$ cat src/rtl/fft_mdc_pkg.sv
// Shared types and default constants for the 32-point radix-2 MDC FFT sequencer.
package fft_mdc_pkg;

  typedef enum logic [1:0] {
    IDLE  = 2'd0,
    RUN   = 2'd1,
    FLUSH = 2'd2
  } state_t;

  localparam int unsigned FRAME_PAIRS   = 16;
  localparam int unsigned PAIR_IDX_W    = 4;
  localparam int unsigned PIPE_LAT_DEF  = 40;
  localparam int unsigned ROM16_LAT_DEF = 16;
  localparam int unsigned CODE_W_DEF    = 7;

  // In-flight marker travelling alongside each sample pair.
  typedef struct packed {
    logic valid;
    logic first;
  } token_t;

endpackage

$ cat src/rtl/fft_token_pipe.sv
// Enable-gated {valid, first} delay line matching the FFT datapath latency,
// plus a count of valid tokens currently inside it.
module fft_token_pipe
  import fft_mdc_pkg::*;
#(
  parameter int unsigned DEPTH = PIPE_LAT_DEF
) (
  input  logic                           clk,
  input  logic                           rst_n,
  input  logic                           en,
  input  token_t                         tok_in,
  output token_t                         tok_out,
  output logic [$clog2(DEPTH+1)-1:0]     inflight
);

  localparam int unsigned CNT_W = $clog2(DEPTH + 1);

  token_t [DEPTH-1:0] line;
  logic               enter;
  logic               leave;

  assign tok_out = line[DEPTH-1];
  assign enter   = en & tok_in.valid;
  assign leave   = en & line[DEPTH-1].valid;

  always_ff @(posedge clk or negedge rst_n) begin
    if (!rst_n) begin
      line <= '0;
    end else if (en) begin
      line <= {line[DEPTH-2:0], tok_in};
    end
  end

  // Simultaneous entry and exit leave the count unchanged.
  always_ff @(posedge clk or negedge rst_n) begin
    if (!rst_n) begin
      inflight <= '0;
    end else begin
      unique case ({enter, leave})
        2'b10:   inflight <= inflight + CNT_W'(1);
        2'b01:   inflight <= inflight - CNT_W'(1);
        default: inflight <= inflight;
      endcase
    end
  end

endmodule

$ cat src/rtl/fft_mdc_ctrl.sv
// Sequencer for the 32-point radix-2 MDC FFT: commutator code, stage-1 ROM
// address, pipeline enable and aligned output flags. FFT_MDC_CTRL_STATUS_EN adds frame/stall counters.
module fft_mdc_ctrl
  import fft_mdc_pkg::*;
#(
  parameter int unsigned PIPE_LAT  = PIPE_LAT_DEF,
  parameter int unsigned ROM16_LAT = ROM16_LAT_DEF,
  parameter int unsigned CODE_W    = CODE_W_DEF
) (
  input  logic              clk,
  input  logic              rst_n,
  input  logic              in_valid,
  input  logic              in_first,
  output logic              pipe_en,
  output logic [CODE_W-1:0] state_code,
  output logic [3:0]        rom_16_counter,
  output logic              out_valid,
  output logic              out_first,
  output logic              busy,
  output logic              sync_err
`ifdef FFT_MDC_CTRL_STATUS_EN
  ,
  output logic [15:0]       frame_cnt,
  output logic [15:0]       stall_cnt
`endif
);

  localparam int unsigned INF_W = $clog2(PIPE_LAT + 1);

  state_t            state;
  state_t            state_nxt;
  logic [CODE_W-1:0] cnt;
  logic [CODE_W-1:0] cnt_nxt;
  logic              sync_err_nxt;
  logic              stall_c;
  logic              boundary;
  token_t            tok_in;
  token_t            tok_tail;
  logic [INF_W-1:0]  inflight;

  assign boundary = (cnt[PAIR_IDX_W-1:0] == '0);

  always_ff @(posedge clk or negedge rst_n) begin
    if (!rst_n) begin
      state    <= IDLE;
      cnt      <= '0;
      sync_err <= 1'b0;
    end else begin
      state    <= state_nxt;
      cnt      <= cnt_nxt;
      sync_err <= sync_err_nxt;
    end
  end

  always_comb begin
    state_nxt    = state;
    cnt_nxt      = cnt;
    pipe_en      = 1'b0;
    tok_in       = '0;
    sync_err_nxt = 1'b0;
    stall_c      = 1'b0;
    unique case (state)
      IDLE: begin
        if (in_valid && in_first) begin
          pipe_en      = 1'b1;
          tok_in.valid = 1'b1;
          tok_in.first = 1'b1;
          cnt_nxt      = cnt + CODE_W'(1);
          state_nxt    = RUN;
        end
      end
      RUN: begin
        pipe_en = in_valid;
        if (in_valid) begin
          // An off-boundary in_first is flagged but treated as ordinary data.
          tok_in.valid = 1'b1;
          tok_in.first = in_first & boundary;
          sync_err_nxt = in_first & ~boundary;
          cnt_nxt      = cnt + CODE_W'(1);
        end else if (boundary) begin
          state_nxt = FLUSH;
        end else begin
          stall_c = 1'b1;
        end
      end
      FLUSH: begin
        // Keep clocking invalid tokens through until the pipeline is empty.
        pipe_en = 1'b1;
        if (in_valid && in_first) begin
          tok_in.valid = 1'b1;
          tok_in.first = boundary;
          sync_err_nxt = ~boundary;
          cnt_nxt      = cnt + CODE_W'(1);
          state_nxt    = RUN;
        end else if (inflight == '0) begin
          cnt_nxt   = '0;
          state_nxt = IDLE;
        end
      end
      default: begin
        state_nxt = IDLE;
      end
    endcase
  end

  fft_token_pipe #(
    .DEPTH (PIPE_LAT)
  ) u_tok (
    .clk      (clk),
    .rst_n    (rst_n),
    .en       (pipe_en),
    .tok_in   (tok_in),
    .tok_out  (tok_tail),
    .inflight (inflight)
  );

  assign state_code     = cnt;
  assign rom_16_counter = 4'(cnt - CODE_W'(ROM16_LAT));
  assign busy           = (state != IDLE);
  assign out_valid      = pipe_en & tok_tail.valid;
  assign out_first      = pipe_en & tok_tail.valid & tok_tail.first;

`ifdef FFT_MDC_CTRL_STATUS_EN
  always_ff @(posedge clk or negedge rst_n) begin
    if (!rst_n) begin
      frame_cnt <= '0;
      stall_cnt <= '0;
    end else begin
      if (out_first) begin
        frame_cnt <= frame_cnt + 16'(1);
      end
      if (stall_c && (stall_cnt != 16'hFFFF)) begin
        stall_cnt <= stall_cnt + 16'(1);
      end
    end
  end
`endif

endmodule
$ cat config.mk
export PLATFORM = sky130hd
export DESIGN_NAME = fft_mdc_ctrl
export DESIGN_NICKNAME = d
export VERILOG_FILES = /design/src/rtl/fft_mdc_pkg.sv /design/src/rtl/fft_token_pipe.sv /design/src/rtl/fft_mdc_ctrl.sv
export SDC_FILE = /design/constraint.sdc
export NUM_CORES = 1
export LEC_CHECK = 0
export CORE_MARGIN = 3
export CORE_UTILIZATION = 54
export DETAILED_ROUTE_END_ITERATION = 10
export PLACE_DENSITY = 0.75
export SYNTH_ARGS = -nofsm -noshare
export SYNTH_HDL_FRONTEND = slang
export SYNTH_SLANG_ARGS = --single-unit
$ cat constraint.sdc
create_clock -name clk -period 3.23 [get_ports clk]
set_input_delay 0.646 -clock clk [delete_from_list [all_inputs] [get_ports clk]]
set_output_delay 0.646 -clock clk [all_outputs]
set_load 0.005 [all_outputs]
After elaboration in Yosys (flattened, before gate mapping)
Index checks and enable logic that the tools add are counted.
{ "totals": {"regBits": 96, "inputBits": 4, "out_inout_bits": 16, "wordCells": 133} }
{ "classes": {"addsub": 4, "eq_ne": 9, "n_mux": 21, "bitwise": 6, "n_reduce_logical": 9} }
{ "ops": {"columns": ["cell", "n"], "rows": [
  ["2-to-1 mux 7 bit", 4],
  ["one-hot mux 7 bit (3 select lines)", 1],
  ["2-to-1 mux 2 bit", 8],
  ["one-hot mux 2 bit (3 select lines)", 2],
  ["one-hot mux 6 bit (2 select lines)", 1],
  ["!= test 2 bit, second input constant", 4],
  ["AND reduction 4 bit", 2],
  ["adder 7 x 1 -> 7 bit, second input constant", 1],
  ["adder 6 x 1 -> 6 bit, second input constant", 1],
  ["logical NOT 6 bit", 1],
  ["subtractor 6 x 1 -> 6 bit, second input constant", 1],
  ["AND 1 bit", 5],
  ["equality test 2 x 1 -> 1 bit, second input constant", 2],
  ["equality test 2 bit, second input constant", 2],
  ["logical NOT 4 bit", 1],
  ["nonzero test 2 bit", 2],
  ["subtractor 4 x 1 -> 4 bit, second input constant", 1],
  ["2-to-1 mux 1 bit", 3],
  ["!= test 3 bit, second input constant", 1],
  ["one-hot mux 1 bit (3 select lines)", 1],
  ["nonzero test 3 bit", 1],
  ["logical NOT 2 bit", 1],
  ["one-hot mux 1 bit (2 select lines)", 1],
  ["logical AND 1 bit", 1],
  ["inverter 1 bit", 1]
]} }

Logic depth before layout (Yosys ltp)
{ "depth": {"word_depth": 7, "depth_mapped": 14, "ltp_nobuf": 13} }

Cells and area by module
A second synthesis with hierarchy kept.
{ "hier_totals": {"cells_unflattened": 307, "area_unflattened_um2": 4227.8} }
{ "by_module_without_submodules": {"columns": ["module", "instances", "cells_per_inst", "area_per_inst_um2", "seq_area_each_um2"], "rows": [
  ["fft_token_pipe", 1, 219, 3419.5, 2152.1],
  ["fft_mdc_ctrl", 1, 88, 808.3, 250.2]
]} }

Least setup slack after synthesis
No wires, ideal clock.
{ "synth_path": {"path_type": "input port to flip-flop", "start": "input in_valid", "end": "register u_tok.inflight[5]", "setup_time_ns": 0.125, "t_arrival_ns": 3.208, "required_time_ns": 3.105, "setup_slack_ns": -0.103, "stages": 11, "path_buffers": 2, "cell_sequence": "clkbuf_1 -> a21oi_1 -> nor2_2 -> buf_2 -> and2_1 -> ha_1 -> ha_1 -> a211oi_1 -> nor3_1 -> or4_1 -> xor2_1"} }
{ "synth_between": {"elab_chain_cells": 6, "elab_cells_between_ends": 13, "cone_classes": "2 x eq/ne; 7 x mux; 2 x bitwise; 2 x reduce/logical"} }
{ "synth_rtl": {"columns": ["item", "line_no", "source"], "rows": [
  ["start, declared", "fft_mdc_ctrl.sv:12", "input logic in_valid,"],
  ["logical AND 1 bit", "fft_mdc_ctrl.sv:64", "if (in_valid && in_first) begin"],
  ["2-to-1 mux 1 bit", "fft_mdc_ctrl.sv:64", null],
  ["one-hot mux 1 bit (3 select lines) (*)", "fft_mdc_ctrl.sv:62", "unique case (state)"],
  ["via pipe_en", "fft_mdc_ctrl.sv:14", "output logic pipe_en,"],
  ["AND 1 bit (*)", null, null],
  ["via out_valid", "fft_mdc_ctrl.sv:17", "output logic out_valid,"],
  ["equality test 2 x 1 -> 1 bit / equality test 2 bit (equally long branches)", "fft_token_pipe.sv:39", "unique case ({enter, leave})"],
  ["one-hot mux 6 bit (2 select lines) / nonzero test 2 bit (equally long branches)", null, null],
  ["end signal, assigned", "fft_token_pipe.sv:40", "2'b10: inflight <= inflight + CNT_W'(1);"],
  ["end signal, assigned", "fft_token_pipe.sv:41", "2'b01: inflight <= inflight - CNT_W'(1);"],
  ["end signal, assigned", "fft_token_pipe.sv:42", "default: inflight <= inflight;"],
  ["end, declared", "fft_token_pipe.sv:13", "output logic [$clog2(DEPTH+1)-1:0] inflight"]
]} }
Mark *: on every way through the listed nets, which the timed path passes. The rest lies on a longest branch.
A chain may end at the register's enable or synchronous reset.

Worst setup path after layout
{ "layout_path": {"start": "register state[0]", "end": "register u_tok.inflight[5]"} }
{ "layout_between": {"elab_chain_cells": 5, "elab_cells_between_ends": 11, "cone_classes": "4 x eq/ne; 3 x mux; 2 x bitwise; 2 x reduce/logical"} }
{ "layout_rtl": {"columns": ["item", "line_no", "source"], "rows": [
  ["start, declared", "fft_mdc_ctrl.sv:30", "state_t state;"],
  ["start signal, assigned", "fft_mdc_ctrl.sv:49", "state <= state_nxt;"],
  ["equality test 2 bit, or another cell as far along", "fft_mdc_ctrl.sv:62", null],
  ["one-hot mux 1 bit (3 select lines) / one-hot mux 2 bit (3 select lines) (equally long branches)", "fft_mdc_ctrl.sv:62", null],
  ["AND 1 bit (on tied branches)", "fft_token_pipe.sv:24, fft_token_pipe.sv:23", null],
  ["equality test 2 x 1 -> 1 bit / equality test 2 bit (equally long branches)", "fft_token_pipe.sv:39", null],
  ["one-hot mux 6 bit (2 select lines) / nonzero test 2 bit (equally long branches)", null, null]
]} }
Several ways; a longest one is shown, not always the timed one.

==> summary.md <==
| Metric | Value |
|---|---|
| Post-synth ARST share | 100% |
| Number of enable flip-flop cells after synthesis | 0 |
| Setup TNS | 0 ns |
| Cell class contributing the biggest share of worst-path delay | simple AND/OR/NAND/NOR gates |
| Post-route insts no fill | between 400 and 500 |
| Max Fclk | between 0.3 and 0.4 GHz |
| Library cells used by synthesis | between 40 and 50 |
| Cell Chain, Critical Path | buf_4 > ha_1 > a21o_1 > a21oi_4 > nor2_4 > and2_1 > ha_4 > ha_1 > a211oi_1 > nor3_1 > or4_1 > xor2_1 |
| Pwr dens | just over 800 nW/um^2 |
| Critical path required time | ~3.5 ns |
| Largest net degree at the start of global routing | 54 |
| Longest Clk Path Bufs | 2 |
| Number of cells after detailed placement | between 400 and 500 |
| Most common flop cell mapped by yosys | dfrtp_1 |
| Fin. max-slew vios | 0 |
| Setup violators final | 0 |
| Comb pwr share | between 30 and 40% |
| Critical-path maximum fanout | 7 |
| NetSw | between 0.001 and 0.0015 W |
| Post-DRT Antenna Nets | 0 |
| H-tree levels | 3 |
| Ant. Diodes | 0 |
| TritonCTS clock tree | done |
| CTS Sinks | 96 |
| Synth warn | 0 |
| Total track usage | around 16% |
| Post-synth top cells | dfrtp_1, mux2_2, ha_1, o21ai_0, buf_4 |
| Net Count, Synth | 318 |
| Startpoint types | flip-flop |
| Rel. slew slack | a little under three fifths |
| Area leader, netlist | dfrtp_1 |
| Period utilization | 97.2% |
| Cells after Synth | 300 |
| Hold WC Path Type | in -> async |
| Die W | roughly 94 um |
| Die footprint | about 9000 sq um |
| Routed WL | 6280 um |
| Vias | ~2400 |
| Clk slew on worst S/H paths | 0.09 ns |
| Critical path's largest stage delay | 0.53 ns |
| Total CTS buffers | 9 |
| Final Core Density | between 60% and 70% |
| Global-route wire length before repair | roughly 11000 um |
| Drt via density | roughly 5.4 |
| Sequential area share after synthesis | 57.2% |
| Largest cells by area after synthesis | dfrtp_1, mux2_2, ha_1 |
| Sequential share of power | between 40% and 50% |
| Total power | around 0.004 W |
| Worst-skew pair later-pin latency | 0.34 ns |
| DRT Pass-1 Iters | 4 |
| Final hold vios | 0 |
| Drc violations | 0 |
| Row count | 31 |
| Gpl congestion | around 0.8 |
| Number of global-route vias before repair | ~2400 |
| Peak VDD IR | between 0.5 and 0.6 mV |
| Gr ovfl total | 0 |
| PortBufs | 19 |
| Worst Max-Slew Pin Slew | 0.652 ns |
| Iter 0 DRT Violations | 59 |
| Die Y | between 90 and 100 um |
| Layout cells sized above 1 | a little over a third |
| Max cap viols | 0 |
| Pre-CTS setup slack | -0.316 ns |
| Most common cell in the synthesized netlist | dfrtp_1 |
| Int Pwr | between 0.002 and 0.003 W |
| WP buf/inv | 1 |
| # IOs | 20 |
| Max stage delay cell, worst path | or4_1 |
| Syn Area/Cell | approximately 14 sq um |
| Clock skew after layout | roughly 0.0067 ns |
| Crit path capture type | flip-flop |
| Tmin final | 3.14 ns |
| Status | finished clean |
| Layout Nets | ~350 |
| Most frequent CP cell | ha_1 |
| Final WS setup | just under 0.09 ns |
| #FFs+latches synth | 96 |
| Core area | 7410 sq um |
| Synth Cell Area | ~4200 sq um |
| Net Sw Frac | between 30% and 40% |
| Area Growth Syn to Fin | 14.5% |
| Initial Util | 56.7% |
| Clock root buffer | clkbuf_8 |
| Type of the worst setup path | reg -> reg |
| Top-area cell type share of the netlist area | a little under three fifths |
| DP HPWL | between 4000 and 5000 um |
| LEAKAGE | between 2 and 2.5 nW |
| Routed len/inst | about 14 um |
| Initial antenna violation count | 0 |
| Clock Power Share | a little over a fifth |
| Worst Path Arrival | roughly 3.4 ns |
## kinds of logic (layout without fill, tap and decap cells)
| family | Yosys count | after routing | synth area share [%] |
|---|---|---|---|
| multiplexers | 81 | 81 | 21.7 |
| adder cells (fa/ha/maj) | 14 | 14 | 4.35 |
| XOR/XNOR | 4 | 4 | 0.835 |
| flip-flops | 96 | 96 | 57.2 |
| AND/OR/NAND/NOR | 41 | 41 | 5.78 |
| AO/OA/AOI/OAI | 39 | 39 | 6.65 |
| buffers and inverters | 25 | 63 | 3.43 |
## power by group through the flow
stage	clock, W	sequential (W)	combinational, W
6_report	0.000847	0.00165	0.00149
5_1_grt	0.000926	0.00170	0.00162
4_1_cts	0.000876	0.00166	0.00144
3_5_place_dp	0	0.00168	0.00142
3_3_place_gp	0	0.00167	0.00139
2_1_floorplan	0	0.00163	0.00116
## final cells by class
cell class / count / area, sq um
sequential: 96 / 2400
fill: 537 / 2600
timing repair buffer: 38 / 338
clock buffer: 10 / 138
clock inverter: 5 / 78.8
tap: 99 / 124
multi-input combinational: 179 / 1690
inverter: 10 / 37.5
## layout by cell type (no fill, tap or decap), types with 7 or more instances in the layout
cell / n
dfrtp_1: 96
mux2_2: 74
buf_4: 19
clkdlybuf4s50_1: 18
o21ai_0: 13
ha_1: 11
clkbuf_8: 10
inv_1: 9
nand2_1: 9
mux2_1: 7
o31ai_1: 7
## sequential cells by signal, indices dropped and copies added (netlist names)
signal and flops:
u_tok.line 78, state_code 7, u_tok.inflight 6, state 2
u_tok.tok_out 2, sync_err 1
## path summary, 6_finish.rpt
path | depth (start not counted) | slack [ns] | from | to
setup reg to reg | 12 | 0.09 | state[0]$_DFFE_PN0P_ | u_tok.inflight[5]$_DFFE_PN0P_
hold reg to reg | 1 | 0.49 | u_tok.line[17]$_DFFE_PN0P_ | u_tok.line[17]$_DFFE_PN0P_
max in group asynchronous | 2 | 2.18 | rst_n | u_tok.line[29]$_DFFE_PN0P_
setup / recovery | 12 | 0.09 | state[0]$_DFFE_PN0P_ | u_tok.inflight[5]$_DFFE_PN0P_
min in group clk | 1 | 0.49 | u_tok.line[17]$_DFFE_PN0P_ | u_tok.line[17]$_DFFE_PN0P_
hold / removal | 1 | 0.31 | rst_n | u_tok.line[68]$_DFFE_PN0P_
## through the flow
stage / instance area [sq um] / hold slack, ns
global route: 4810 / 0.348
global placement: 4530 / 0.461
detailed placement: 4530 / 0.473
floorplan: 4210 / 0.350
finish: 4810 / 0.313
CTS: 4750 / 0.333
## per-layer routing
metal  GRT usage, %  share of wire (%)
met1           20.6                 48
met2           25.7                 49
met3           4.41                2.0
met4           4.21                1.2
met5              0                  0
## repair_timing
action | 4_1_cts | 5_1_grt
hold buffers | 0 | 0
hold endpoints to repair | 0 | 0
pin swaps | 0 | 1
resized for setup | 1 | 7
setup endpoints to repair | 2 | 3
setup buffers | 0 | 3
(Power assumes the default switching activity.)
